### src/rtl/multiword_add_sequencer.sv
// Streams multi-word add/sub through one shared 32-bit adder, LSW first, with carry chaining and a packet length cap.
// Optional signed-overflow output enabled by defining MULTIWORD_ADD_SIGNED_OVF_EN.
module multiword_add_sequencer #(
  parameter  int WORDS_MAX = 4,
  localparam int IDX_W     = (WORDS_MAX > 2) ? $clog2(WORDS_MAX) : 1
) (
  input  logic             clk,
  input  logic             rst,
  input  logic             in_valid,
  output logic             in_ready,
  input  logic [31:0]      in_a,
  input  logic [31:0]      in_b,
  input  logic             in_last,
  input  logic             in_sub,
  input  logic             in_cin,
  output logic             out_valid,
  input  logic             out_ready,
  output logic [31:0]      out_sum,
  output logic [IDX_W-1:0] out_idx,
  output logic             out_last,
  output logic             out_carry,
  output logic             out_err
`ifdef MULTIWORD_ADD_SIGNED_OVF_EN
  ,
  output logic             out_ovf
`endif
);

  typedef enum logic {FIRST, MID} state_t;

  state_t           state;
  logic             carryQ;
  logic             subQ;
  logic [IDX_W-1:0] cnt;

  logic             accept;
  logic             subSel;
  logic [31:0]      addB;
  logic             addCin;
  logic [31:0]      sum;
  logic             cout;
  logic             lastBeat;

  assign in_ready = !out_valid || out_ready;
  assign accept   = in_valid && in_ready;

  // Operation and carry-in come from the beat itself on word 0, from the held packet state afterwards.
  assign subSel   = (state == FIRST) ? in_sub : subQ;
  assign addB     = subSel ? ~in_b : in_b;
  assign addCin   = (state == FIRST) ? (in_sub | in_cin) : carryQ;
  assign {cout, sum} = {1'b0, in_a} + {1'b0, addB} + {32'd0, addCin};
  assign lastBeat = in_last || (cnt == IDX_W'(WORDS_MAX - 1));

`ifdef MULTIWORD_ADD_SIGNED_OVF_EN
  logic c31;
  assign c31 = in_a[31] ^ addB[31] ^ sum[31];
`endif

  always_ff @(posedge clk) begin
    if (rst) begin
      state     <= FIRST;
      carryQ    <= 1'b0;
      subQ      <= 1'b0;
      cnt       <= '0;
      out_valid <= 1'b0;
      out_sum   <= '0;
      out_idx   <= '0;
      out_last  <= 1'b0;
      out_carry <= 1'b0;
      out_err   <= 1'b0;
`ifdef MULTIWORD_ADD_SIGNED_OVF_EN
      out_ovf   <= 1'b0;
`endif
    end else begin
      if (out_valid && out_ready) begin
        out_valid <= 1'b0;
      end
      if (accept) begin
        out_valid <= 1'b1;
        out_sum   <= sum;
        out_carry <= cout;
        out_idx   <= cnt;
        out_last  <= lastBeat;
        out_err   <= lastBeat && !in_last;
`ifdef MULTIWORD_ADD_SIGNED_OVF_EN
        out_ovf   <= lastBeat ? (c31 ^ cout) : 1'b0;
`endif
        if (state == FIRST) begin
          subQ <= in_sub;
        end
        // A forced last closes the packet just like in_last, so the next beat starts clean.
        if (lastBeat) begin
          state  <= FIRST;
          cnt    <= '0;
          carryQ <= 1'b0;
        end else begin
          state  <= MID;
          cnt    <= cnt + 1'b1;
          carryQ <= cout;
        end
      end
    end
  end

endmodule
### config.mk
export PLATFORM = sky130hd
export DESIGN_NAME = multiword_add_sequencer
export DESIGN_NICKNAME = d
export VERILOG_FILES = /design/src/rtl/multiword_add_sequencer.sv
export SDC_FILE = /design/constraint.sdc
export NUM_CORES = 1
export LEC_CHECK = 0
export CAP_MARGIN = 15
export CORE_ASPECT_RATIO = 1.2
export CORE_MARGIN = 1
export CORE_UTILIZATION = 50
export CTS_BUF_LIST = sky130_fd_sc_hd__clkbuf_2 sky130_fd_sc_hd__clkbuf_4 sky130_fd_sc_hd__clkbuf_8
export DETAILED_ROUTE_END_ITERATION = 10
export PLACE_DENSITY_LB_ADDON = 0.12
export SLEW_MARGIN = 0
export SYNTH_ARGS = -nofsm -noshare
export SYNTH_HDL_FRONTEND = slang
export SYNTH_SLANG_ARGS = --single-unit
### constraint.sdc
create_clock -name clk -period 5.23 [get_ports clk]
set_input_delay 0.7845 -clock clk [delete_from_list [all_inputs] [get_ports clk]]
set_output_delay 0.7845 -clock clk [all_outputs]
set_load 0.02 [all_outputs]
==> flow_summary_export.csv <==
group,metric,value,unit
synth,async_flop_share,0,
global_routing,use_met2,0.566,
job,cap_violations,0,
synth,synth.distinct_cells,58,
global_routing,grt_pass1_vias,3983,
worst_setup_path,reg2reg_from,"state$_SDFFE_PP0P_",
synth,synth_area,3740,µm²
synth,syn-instance-count,499,
placed_design,hpwl,9160,µm
placed_design,port_buffers,109,
clock_tree,cts-hold-fix-buffers,0,
synth,synth-edff-count,0,
drt,routed_via_density,6.10,
floorplanning,initial_core_util,0.518,
worst_setup_path,r2r_slack,1.35,ns
timing,fin_crit,4.27,ns
timing,tightest_slew,1.08,ns
floorplanning,ios,110,
floorplanning,rows,34,
worst_setup_path,worstSetupEndpointType,"flop",
drt,drtIter0Drc,192,
final_layout,mostFrequentLayoutCells,"clkdlybuf4s50_1 (109), nand2_1 (60), a21oi_1 (56)",
worst_hold_path,hold_path_class,"flop to flop",
clock_tree,cts_resized,0,
drt,drt_first_pass_iters,7,
final_layout,drive_above_1_share,0.0305,
drt,wl,11900,µm
global_routing,gr-total-overflow,0,
timing,slew_violations,0,
timing,timing.hold.ws,0.447,ns
pwr,peakVddDrop,0.175,mV
global_routing,antenna_found_initial,0,
timing,min_period_over_period,0.816,
global_routing,grt_pass1_wl,19300,µm
timing,finalSetupViolCount,0,
clock_tree,htreeDepth,2,
drt,antenna_left,0,
drt,wl_per_cell,17.4,µm
placed_design,dp_slack,0.635,ns
timing,setup-tns-final,0,ns
drt,route.detailed.drc,0,
run_status,status,"completed",
synth,synth_flop_cell,"dfxtp_1",
worst_setup_path,reg2reg_depth,12,
final_layout,diodes,0,
global_routing,use_met1,0.362,
clock_tree,cts_buffers,5,
pwr,power,1.34,mW
timing,setup_ws,0.964,ns
timing,worst_clock_skew,0.00520,ns
clock_tree,root_buffer,"clkbuf_8",
clock_tree,clkSlewWorstSetupHoldPaths,0.10,ns
synth,synth_top_area_frac,0.230,
synth,yosysSeqAreaShare,0.230,
worst_setup_path,startpoint_type,"input pin",
pwr,powerDensity,270,nW/µm²
floorplanning,core,7230,µm²
worst_hold_path,min_to,"out_sum[23]$_SDFFE_PP0P_",
final_layout,final_common_cell,"clkdlybuf4s50_1",
worst_hold_path,worstHoldStart,"out_sum[23]$_SDFFE_PP0P_",
worst_setup_path,r2r_end,"out_sum[30]$_SDFFE_PP0P_",
synth,yosys_warnings,0,
global_routing,grt-busiest-layer,"met2",
final_layout,syn2layout_area_growth,32.8,%
timing,timing.fmax,234,MHz
timing,slew_headroom,0.279,
global_routing,use_met3,0.0509,
clock_tree,tritoncts,"yes",
worst_setup_path,worstPathArrival,4.47,ns
floorplanning,die_area,7840,µm²
worst_setup_path,worstSetupPathType,"input pin to flop",
timing,grt_setup_unrepaired,"false",
synth,yosysTopAreaCell,"dfxtp_1",
synth,synth.avg_cell_area,7.50,µm²
worst_hold_path,min_path_cells,2,
clock_tree,post_cts_buffers,0,
synth,synth.area.top_cells,"dfxtp_1 (23%), ha_1 (11%), xnor2_1 (9.1%)",
global_routing,grt.total_usage,0.316,
clock_tree,clock-sinks,43,
floorplanning,fp.dieW,81.0,µm
worst_setup_path,crit_path_max_fanout,24,
pwr,p_leak,1.91,nW
global_routing,grt_max_degree,39,
final_layout,finalNetCount,695,
synth,syn-num-nets,604,
worst_setup_path,worstPathRequired,5.43,ns
clock_tree,clk_latency,0.31,ns
clock_tree,cts.path.max_buffers,2,
placed_design,routabilityCongestion,0.920,
floorplanning,die_h,96.8,µm
timing,finalHoldViolations,0,
drt,vias,4151,
synth,ys_ff_latch,43,
[layout make-up]
type | instances | area [µm²]
timing repair buffer | 114 | 1130
sequential | 43 | 861
clock buffer | 5 | 68.8
fill | 654 | 2260
tap | 90 | 113
clock inverter | 3 | 26.3
multi-input combinational | 412 | 2720
inverter | 14 | 52.6
[per-layer routing]
metal	wire [µm]	share of wire
met5	0	0
met4	452	0.038
met3	659	0.056
met2	6140	0.52
met1	4600	0.39
[kinds of logic (layout without fill, tap and decap cells)]
family | after synthesis | in the layout | synth area share
and+or+nand+nor | 174 | 174 | 0.230
AOI/OAI and AO/OA | 157 | 157 | 0.264
buffers and inverters | 44 | 136 | 0.0465
DFF | 43 | 43 | 0.230
xor gates and xnor gates | 41 | 41 | 0.0959
adders and majority gates | 34 | 34 | 0.118
muxes | 6 | 6 | 0.0160
[Yosys cell counts, types with 3 or more instances]
cell type / count
nand4_1: 12
dfxtp_1: 43
and4_1: 3
nand3_1: 18
and2_1: 3
buf_2: 4
nor4_1: 3
mux2i_1: 6
nor2b_1: 5
nand2b_1: 3
o21ai_1: 11
a21o_1: 7
clkbuf_1: 24
o211ai_1: 11
o21a_1: 5
ha_1: 32
and3_1: 6
a211oi_1: 7
a31oi_1: 8
nand2_1: 60
a21oi_1: 56
o21bai_1: 3
or3_1: 9
o21ai_0: 21
nor3_1: 14
xnor2_1: 39
nor2_1: 28
inv_1: 14
[registers in the layout (all words and copies together) (netlist names)]
name and cells:
out_err 1, subQ 1, out_valid 1, out_last 1, state 1, out_sum 32, out_carry 1, out_idx 2
carryQ 1, cnt 2
[power by group]
group	internal, mW	switching [mW]	leakage [nW]
clock	0.0987	0.143	0.0491
combinational	0.311	0.398	1.51
sequential	0.369	0.0247	0.354
[stage by stage]
| step | utilization | instance area [µm²] | std cells |
|---|---|---|---|
| after floorplan | - | 3740 | 499 |
| after global placement | 0.674 | 4880 | 673 |
| after detailed placement | 0.674 | 4880 | 673 |
| after CTS | 0.687 | 4970 | 681 |
| after global routing | 0.687 | 4970 | 681 |
| final | 0.687 | 4970 | 681 |
[how the worst max path moves through the flow]
stage | end | slack (ns) | depth (start not counted) | start
after floorplan | out_sum[29]$_SDFFE_PP0P_ | 1.27 | 12 | in_sub
after global placement | out_sum[30]$_SDFFE_PP0P_ | 0.89 | 13 | in_sub
after detailed placement | out_sum[30]$_SDFFE_PP0P_ | 0.64 | 13 | in_sub
after CTS | out_sum[30]$_SDFFE_PP0P_ | 0.96 | 13 | in_sub
after global routing | out_sum[30]$_SDFFE_PP0P_ | 0.59 | 13 | in_sub
final | out_sum[30]$_SDFFE_PP0P_ | 0.96 | 13 | in_sub
[worst max-delay path, stage by stage]
cell and delay [ns]:
clkdlybuf4s50_1 0.46, mux2i_4 0.20, buf_4 0.40, xnor2_1 0.21, inv_1 0.11, fa_1 0.43, nor2b_1 0.23, o211ai_1 0.18
a2bb2oi_1 0.31, o211ai_1 0.25, a2111oi_0 0.65, a211o_1 0.18, o211ai_1 0.08
Power figures use the tool's default switching activity.
